[src/rtl/float12_pkg.sv]
// Shared float12 format constants, payload struct and accumulator FSM encoding.
package float12_pkg;

    localparam int unsigned EXP_BIAS = 15;
    localparam int unsigned EXP_MAX  = 31;

    localparam int unsigned WORD_W   = 12;
    localparam int unsigned EXP_W    = 5;
    localparam int unsigned MANT_W   = 6;
    localparam int unsigned SIG_W    = MANT_W + 1;
    localparam int unsigned GUARD_W  = 2;
    localparam int unsigned ALN_W    = SIG_W + GUARD_W;
    localparam int unsigned SUM_W    = ALN_W + 1;
    localparam int unsigned LZC_W    = 4;

    localparam int unsigned SIGN_POS = 11;
    localparam int unsigned EXP_LSB  = 6;
    localparam int unsigned MANT_LSB = 0;

    // Smaller operand contributes nothing once shifted past all guard bits.
    localparam int unsigned SHIFT_LIMIT = ALN_W;

    typedef struct packed {
        logic              sign;
        logic [EXP_W-1:0]  exp;
        logic [MANT_W-1:0] mant;
    } float12_t;

    typedef enum logic [1:0] {
        S_ACCEPT = 2'd0,
        S_ALIGN  = 2'd1,
        S_ADD    = 2'd2,
        S_NORM   = 2'd3
    } acc_state_t;

endpackage

[src/rtl/lzc_9.sv]
// 9-bit leading-zero counter; an all-zero input yields 9.
module lzc_9
    import float12_pkg::*;
(
    input  logic [ALN_W-1:0] value,
    output logic [LZC_W-1:0] count
);

    // Ascending scan so the most significant set bit is the one that sticks.
    always_comb begin
        count = LZC_W'(ALN_W);
        for (int i = 0; i < int'(ALN_W); i++) begin
            if (value[i]) count = LZC_W'(int'(ALN_W) - 1 - i);
        end
    end

endmodule

[src/rtl/mult_acc_12.sv]
// float12 dot-product accumulator: one term per four cycles, truncating, saturating.
module mult_acc_12
    import float12_pkg::*;
(
    input  logic              clk_i,
    input  logic              rst_i,
    input  logic [WORD_W-1:0] data_i,
    input  logic              valid_i,
    input  logic              last_i,
    output logic              ready_o,
    output logic [WORD_W-1:0] data_o,
    output logic              valid_o
);

    acc_state_t        state_q, state_d;
    float12_t          term_q, acc_q;
    logic              last_q;
    logic [ALN_W-1:0]  big_q, small_q;
    logic [EXP_W-1:0]  exp_q;
    logic              sign_q, sub_q;
    logic [SUM_W-1:0]  sum_q;

    logic              term_zero, acc_zero, term_big;
    logic [SIG_W-1:0]  term_sig, acc_sig;
    float12_t          big_c, small_c;
    logic [SIG_W-1:0]  big_sig_c, small_sig_c;
    logic [EXP_W-1:0]  diff_c;
    logic [ALN_W-1:0]  small_aln_c;

    logic [LZC_W-1:0]  lz;
    logic              carry_c, zero_c;
    logic [EXP_W+1:0]  exp_res_c;
    logic [MANT_W-1:0] mant_c;
    float12_t          res_c;

    assign ready_o = (state_q == S_ACCEPT) && !rst_i;

    // State register.
    always_ff @(posedge clk_i) begin
        if (rst_i) state_q <= S_ACCEPT;
        else       state_q <= state_d;
    end

    // Next state: wait in ACCEPT for a handshake, then walk the pipeline once.
    always_comb begin
        state_d = state_q;
        case (state_q)
            S_ACCEPT: if (valid_i && ready_o) state_d = S_ALIGN;
            S_ALIGN:  state_d = S_ADD;
            S_ADD:    state_d = S_NORM;
            S_NORM:   state_d = S_ACCEPT;
            default:  state_d = S_ACCEPT;
        endcase
    end

    // Align: order by {exp, mant} with zeros forced lowest, shift the smaller.
    always_comb begin
        term_zero   = (term_q.exp == '0);
        acc_zero    = (acc_q.exp == '0);
        term_sig    = term_zero ? '0 : {1'b1, term_q.mant};
        acc_sig     = acc_zero  ? '0 : {1'b1, acc_q.mant};
        term_big    = {term_q.exp, term_sig[MANT_W-1:0]} >= {acc_q.exp, acc_sig[MANT_W-1:0]};
        big_c       = term_big ? term_q   : acc_q;
        small_c     = term_big ? acc_q    : term_q;
        big_sig_c   = term_big ? term_sig : acc_sig;
        small_sig_c = term_big ? acc_sig  : term_sig;
        diff_c      = big_c.exp - small_c.exp;
        small_aln_c = (int'(diff_c) >= int'(SHIFT_LIMIT)) ? '0
                    : ALN_W'({small_sig_c, GUARD_W'(0)} >> diff_c);
    end

    lzc_9 u_lzc (
        .value (sum_q[ALN_W-1:0]),
        .count (lz)
    );

    // Normalize and pack, flushing underflow/cancellation and saturating overflow.
    always_comb begin
        carry_c   = sum_q[SUM_W-1];
        exp_res_c = carry_c ? (7'(exp_q) + 7'd1) : (7'(exp_q) - 7'(lz));
        zero_c    = (sum_q == '0) || (exp_q == '0) || (!carry_c && (7'(lz) >= 7'(exp_q)));
        mant_c    = carry_c ? sum_q[ALN_W-1:GUARD_W+1]
                            : MANT_W'((sum_q[ALN_W-1:0] << lz) >> GUARD_W);
        res_c     = '0;
        if (zero_c) begin
            res_c = '0;
        end else if (int'(exp_res_c) >= int'(EXP_MAX)) begin
            res_c = '{sign: sign_q, exp: EXP_W'(EXP_MAX), mant: '1};
        end else begin
            res_c = '{sign: sign_q, exp: exp_res_c[EXP_W-1:0], mant: mant_c};
        end
    end

    // Datapath registers advanced by the FSM state.
    always_ff @(posedge clk_i) begin
        if (rst_i) begin
            term_q  <= '0;
            last_q  <= 1'b0;
            acc_q   <= '0;
            big_q   <= '0;
            small_q <= '0;
            exp_q   <= '0;
            sign_q  <= 1'b0;
            sub_q   <= 1'b0;
            sum_q   <= '0;
            data_o  <= '0;
            valid_o <= 1'b0;
        end else begin
            valid_o <= 1'b0;
            case (state_q)
                S_ACCEPT: begin
                    if (valid_i) begin
                        term_q <= float12_t'(data_i);
                        last_q <= last_i;
                    end
                end
                S_ALIGN: begin
                    big_q   <= {big_sig_c, GUARD_W'(0)};
                    small_q <= small_aln_c;
                    exp_q   <= big_c.exp;
                    sign_q  <= big_c.sign;
                    sub_q   <= term_q.sign ^ acc_q.sign;
                end
                S_ADD: begin
                    sum_q <= sub_q ? ({1'b0, big_q} - {1'b0, small_q})
                                   : ({1'b0, big_q} + {1'b0, small_q});
                end
                S_NORM: begin
                    if (last_q) begin
                        data_o  <= res_c;
                        valid_o <= 1'b1;
                        acc_q   <= '0;
                    end else begin
                        acc_q   <= res_c;
                    end
                end
                default: ;
            endcase
        end
    end

endmodule

[config.mk]
export PLATFORM = sky130hd
export DESIGN_NAME = mult_acc_12
export DESIGN_NICKNAME = d
export VERILOG_FILES = /design/src/rtl/float12_pkg.sv /design/src/rtl/lzc_9.sv /design/src/rtl/mult_acc_12.sv
export SDC_FILE = /design/constraint.sdc
export NUM_CORES = 1
export LEC_CHECK = 0
export CORE_AREA = 10 10 113 105
export DETAILED_ROUTE_END_ITERATION = 10
export DIE_AREA = 0 0 123 115
export PLACE_DENSITY = 0.76
export SLEW_MARGIN = 20
export SYNTH_ARGS = -nofsm -noshare
export SYNTH_HDL_FRONTEND = slang
export SYNTH_SLANG_ARGS = --single-unit
[constraint.sdc]
create_clock -name clk_i -period 4.3 [get_ports clk_i]
set_input_delay 0.43 -clock clk_i [delete_from_list [all_inputs] [get_ports clk_i]]
set_output_delay 0.43 -clock clk_i [all_outputs]
set_load 0.005 [all_outputs]
-- After elaboration in Yosys (flattened, before gate mapping)
Cells that the tools add are included.
- reductions and logical operators: 15
- mux-type cells: 25
- order comparisons: 4
- bitwise gates (word level): 2
- shift operators: 2
- eq/ne operators: 4
- multipliers: 0
- div/mod/pow operators: 0
- add/sub/neg operators: 5
- operators with widths (kind ; number):
    2-to-1 mux 12 bit ; 3
    2-to-1 mux 7 bit ; 5
    2-to-1 mux 4 bit ; 8
    2-to-1 mux 11 bit ; 2
    zero test 5 bit ; 3
    greater-or-equal comparator 11 bit ; 1
    adder 9 x 9 -> 10 bit ; 1
    zero test 10 bit ; 1
    2-to-1 mux 10 bit ; 1
    subtractor 9 x 9 -> 10 bit ; 1
    2-to-1 mux 9 bit ; 1
    left shift 9 x 4 -> 8 bit ; 1
    >> shifter 9 x 5 -> 9 bit ; 1
    case mux 2 bit (4 select lines) ; 1
    greater-or-equal comparator 7 x 5 -> 1 bit (second input constant) ; 1
    adder 5 x 1 -> 6 bit (second input constant) ; 1
    2-to-1 mux 6 bit ; 1
    subtractor 5 x 4 -> 6 bit ; 1
    greater-or-equal comparator 4 x 5 -> 1 bit ; 1
    greater-or-equal comparator 5 x 4 -> 1 bit (second input constant) ; 1
    subtractor 5 bit ; 1
    equality test 2 bit (second input constant) ; 2
    AND reduction 2 bit ; 2
    logical AND 1 bit ; 3
    other kinds (10) ; 13
- logic and storage cells: 73
- bits in registers: 73
- output and inout bits: 14
- memories kept: 0
- input bits: 16
- memory bits (writable): 0
- bits in latches: 0
- bits in read-only memories: 0

-- Depth between registers and ports, before layout
- word-level depth: 15
- depth in mapped cells: 22
- mapped depth without buffers: 20

-- Hierarchy
Synthesis repeated with hierarchy kept, for this count alone.
- cell total of the unflattened synthesis: 633
- area total of the unflattened synthesis: 4949.7 sq um
- by module, submodules not included (module ; cells an instance ; seq. area each (sq um) ; area an instance (sq um) ; instances):
    mult_acc_12 ; 618 ; 1461.4 ; 4864.7 ; 1
    lzc_9 ; 15 ; 0.0 ; 85.1 ; 1

-- Worst setup path before layout
No wires, ideal clock.
- path type: reg-to-reg
- start: register term_q[7] in the netlist's numbering
- end: register small_q[0]
- stages on the path, launching flop included: 23
- data arrival time: 4602 ps
- setup time: 117 ps
- period minus slack after synthesis: 4719 ps
- buffers on the path: 2
- path slack: -419 ps
- required time: 4183 ps
- cell sequence: dfxtp_1 or4_4 nand2b_1 nand2_1 inv_1 ha_1 a211oi_1 o21a_1 a211oi_2 a21o_1 buf_4 a22oi_1 ha_1 inv_1 and3_1 o21ai_0 o2111ai_1 a2111oi_0 buf_2 a2111oi_0 a211oi_1 mux2i_1 a32o_1
- word-level cells in the longest chain between the ends: 7
- elaborated cells between the ends (all ways): 10
- classes of those cells: add/sub (1); order compare (2); shift (1); mux (5); reduce/logical (1)
- ends and longest elaborated chain (element ; line ; text):
    start: declaration ; mult_acc_12.sv:16 ; float12_t term_q, acc_q;
    start signal: assignment ; mult_acc_12.sv:113 ; term_q <= float12_t'(data_i);
    zero test 5 bit ; mult_acc_12.sv:58 ; term_zero = (term_q.exp == '0);
    2-to-1 mux 7 bit ; mult_acc_12.sv:60 ; term_sig = term_zero ? '0 : {1'b1, term_q.mant};
    greater-or-equal comparator 11 bit ; mult_acc_12.sv:62 ; term_big = {term_q.exp, term_sig[MANT_W-1:0]} >= {acc_q.exp, acc_sig[MANT_W-1:0]};
    2-to-1 mux 12 bit / 2-to-1 mux 11 bit (equally long branches) ; mult_acc_12.sv:63, mult_acc_12.sv:64 ;
    subtractor 5 bit ; mult_acc_12.sv:67 ; diff_c = big_c.exp - small_c.exp;
    greater-or-equal comparator 5 x 4 -> 1 bit / >> shifter 9 x 5 -> 9 bit (equally long branches) ; mult_acc_12.sv:68, mult_acc_12.sv:69 ;
    2-to-1 mux 9 bit * ; mult_acc_12.sv:68 ; small_aln_c = (int'(diff_c) >= int'(SHIFT_LIMIT)) ? '0
    end signal: assignment ; mult_acc_12.sv:119 ; small_q <= small_aln_c;
    end: declaration ; mult_acc_12.sv:18 ; logic [ALN_W-1:0] big_q, small_q;
Mark *: on every way between the ends. The rest lies on a longest branch, timed or not.
A chain may end at the register's enable or synchronous reset.

-- Worst setup path after layout
Same ends and word-level chain as after synthesis.

==> flow_summary.json <==
{
  "synth_xor_area_share_pct": 2.221,
  "avgSynthCellArea_sq_um": 7.767,
  "synth_fa_ha_area_share_pct": 9.812,
  "ys_async_sr_fraction_pct": 0,
  "synth_commonest_cells": "nand2_1, dfxtp_1, nor2_1, a21oi_1, inv_1",
  "syn-instance-count": 660,
  "vdd_drop_max_uv": 340.9,
  "multi_input_area_sq_um": 3551,
  "crit_path_start_kind": "flip-flop",
  "max_freq_ghz": 0.2298,
  "initial_utilization_pct": 54.04,
  "routedWlPerCell_microns": 18.06,
  "critical_path.slowest_cell": "dfxtp_2",
  "setup_slack_ps": -51.92,
  "ys_seq_area_share_pct": 28.51,
  "io_buffers": 29,
  "critical_path_class": "flip-flop to flip-flop",
  "hpwl_microns": 10290,
  "yosysMostFrequentCell": "nand2_1",
  "io_pins": 30,
  "maxCapViolCount": 0,
  "nNetsFinal": 782,
  "ys_ff_latch": 73,
  "clockBufferDepth": 2,
  "firstDrtPassIters": 5,
  "dieWidth_microns": 123,
  "max-slew-margin-rel_pct": 27.31,
  "layout-drive-gt1-share_pct": 18.85,
  "synth_top_area_share_pct": 28.51,
  "layout.cells.non_filler": 858,
  "synth-compound-area-share_pct": 27.26,
  "hold_violations": 0,
  "cts_tree": "yes",
  "vias": 5250,
  "yosysWarnings": 0,
  "synth_enable_flop_cells": 0,
  "synth_fp_nets": 715,
  "antenna_found_initial": 0,
  "gp_congestion": 0.8962,
  "fillers": 736,
  "ys_top_cells_by_area": "dfxtp_1, ha_1, nand2_1",
  "cts.sinks": 73,
  "path_clk_slew_ps": 80,
  "overflow": 0,
  "post-route-period-util_pct": 101.2,
  "cellPowerDensity_nw_per_um2": 634.6,
  "seqCellArea_sq_um": 1466,
  "p_leak_uw": 0.002452,
  "synth.area.mux_share_pct": 5.785,
  "setup_viol_count_final": 3,
  "dp.cells": 806,
  "synth_top_family_by_area": "compound AO/OA/AOI/OAI gates",
  "grt_pass1_vias": 5059,
  "synth_area_sq_um": 5126,
  "reg2reg_slack_ps": -50,
  "outcome": "complete, but fails checks",
  "grt_max_degree": 68,
  "design.core.area_sq_um": 9487,
  "synth_cell_types": 71,
  "timing.hold.ws_ps": 457.9,
  "violations": "setup timing",
  "via_per_inst": 6.119,
  "die_h_microns": 115,
  "worst_ep_required_time_ps": 4600,
  "rows": 34,
  "yosys.area.top_type": "dfxtp_1",
  "fin_skew_ps": 9.429,
  "grt_first_pass_wirelength_microns": 24180,
  "min_period_ps": 4352,
  "htreeDepth": 3,
  "clock_latency_ps": 360,
  "gr-usage-all-layers_pct": 20.76,
  "drtAntennaViolNets": 0,
  "rsz0062_at_grt": "yes",
  "root_buffer": "clkbuf_8",
  "path_max_fanout": 5,
  "placed_cell_area_sq_um": 5657,
  "cts_buffers": 9,
  "first_iter_violations": 688,
  "critPathArrivalTime_ps": 4650,
  "worst_slew_pin_slew_ps": 1090,
  "drv_slew": 0,
  "crit_top_cell": "buf_4",
  "hold_buffers": 0,
  "max_stage_delay_ps": 340,
  "synthFlopType": "dfxtp_1",
  "dieArea_sq_um": 14150,
  "final_util_pct": 66.96,
  "synth-simple-area-share_pct": 20.06,
  "design_area_sq_um": 6352,
  "hp-class": "flip-flop to flip-flop",
  "areaGrowthSynthToFinish_pct": 23.92,
  "crit_path_end_kind": "flip-flop",
  "drc": 0,
  "totalWireLength_microns": 15500,
  "diodes": 0
}
## metrics by stage
stage	setup slack, ps	setup TNS, ps	total power, uW
after CTS	1.589	0	3821
after floorplan	2.185	0	2523
final	-51.92	-78.71	4031
after detailed placement	-178.2	-564.7	3076
after global placement	-12.82	-12.82	3024
after global routing	-166.5	-630.9	4290
## where the power goes
part / total, uW / internal [uW] / switching, uW
logic: 2500 / 1070 / 1430
registers: 915 / 780 / 134
clock network: 620 / 332 / 288
total: 4030 / 2180 / 1850
## worst max-delay path: cells and delay by family (launching register included)
| kind | cells | cell delay [ps] |
|---|---|---|
| AO/OA/AOI/OAI | 4 | 660 |
| buffers and inverters | 22 | 2830 |
| flip-flops | 1 | 340 |
| multiplexers | 1 | 140 |
| AND/OR/NAND/NOR | 3 | 330 |
## routing by layer
layer / track usage (%) / vias up / part of all wire (%)
met4: 8.766 / 0 / 3.5
li1: - / 2493 / -
met2: 33.75 / 258 / 46
met3: 4.608 / 54 / 7.2
met5: 0 / - / 0
met1: 25.97 / 2445 / 43
## cell type report
| type | instances | area share (%) |
|---|---|---|
| flip-flops and latches | 73 | 23.08 |
| clock inverters | 7 | 1.595 |
| repair buffers | 92 | 12.11 |
| multi-input cells | 503 | 55.90 |
| inverters | 48 | 2.876 |
| clock buffers | 9 | 1.950 |
| well taps | 126 | 2.482 |
## final timing paths
check / from / endpoint / cells after the start
setup / recovery: term_q[7] / small_q[0] / 30
hold / removal: data_o[10] / data_o[10] / 2
setup reg to reg: term_q[7] / small_q[0] / 30
hold reg to reg: data_o[10] / data_o[10] / 2
## state kept, by name, indices dropped and copies added, names as in the netlist
name / flops
small_q: 9
term_q: 12
sub_q: 1
exp_q: 5
valid_o: 1
big_q: 7
state_q: 2
sum_q: 10
sign_q: 1
acc_q: 12
last_q: 1
data_o: 12
## placed cells by master (no fill, tap or decap), drive strengths merged, types with 5 or more instances in the layout
| cell | n |
|---|---|
| a2111oi | 5 |
| a211oi | 17 |
| a21o | 8 |
| a21oi | 56 |
| a2bb2oi | 6 |
| a311oi | 6 |
| a31oi | 9 |
| and2 | 6 |
| buf | 64 |
| clkbuf | 9 |
| clkdlybuf4s50 | 28 |
| dfxtp | 73 |
| ha | 37 |
| inv | 49 |
| mux2 | 5 |
| mux2i | 15 |
| nand2 | 82 |
| nand2b | 16 |
| nand3 | 13 |
| nor2 | 62 |
| nor2b | 11 |
| nor3 | 13 |
| o211ai | 6 |
| o21a | 10 |
| o21ai | 33 |
| o31ai | 6 |
| xnor2 | 8 |
| xor2 | 5 |
## logic make-up after synthesis
| family | count (synthesis) |
|---|---|
| AOI/OAI and AO/OA | 204 |
| xor gates and xnor gates | 13 |
| adders and majority gates | 39 |
| buffers and inverters | 84 |
| DFF | 73 |
| muxes | 24 |
| and+or+nand+nor | 223 |
## timing repair
| item | CTS | global route |
|---|---|---|
| pin swaps | 19 | 21 |
| setup endpoints to repair | 5 | 9 |
| gates resized for setup | 24 | 26 |
| cloned | 1 | 0 |
| setup buffers | 31 | 7 |
(Power assumes the default switching activity.)
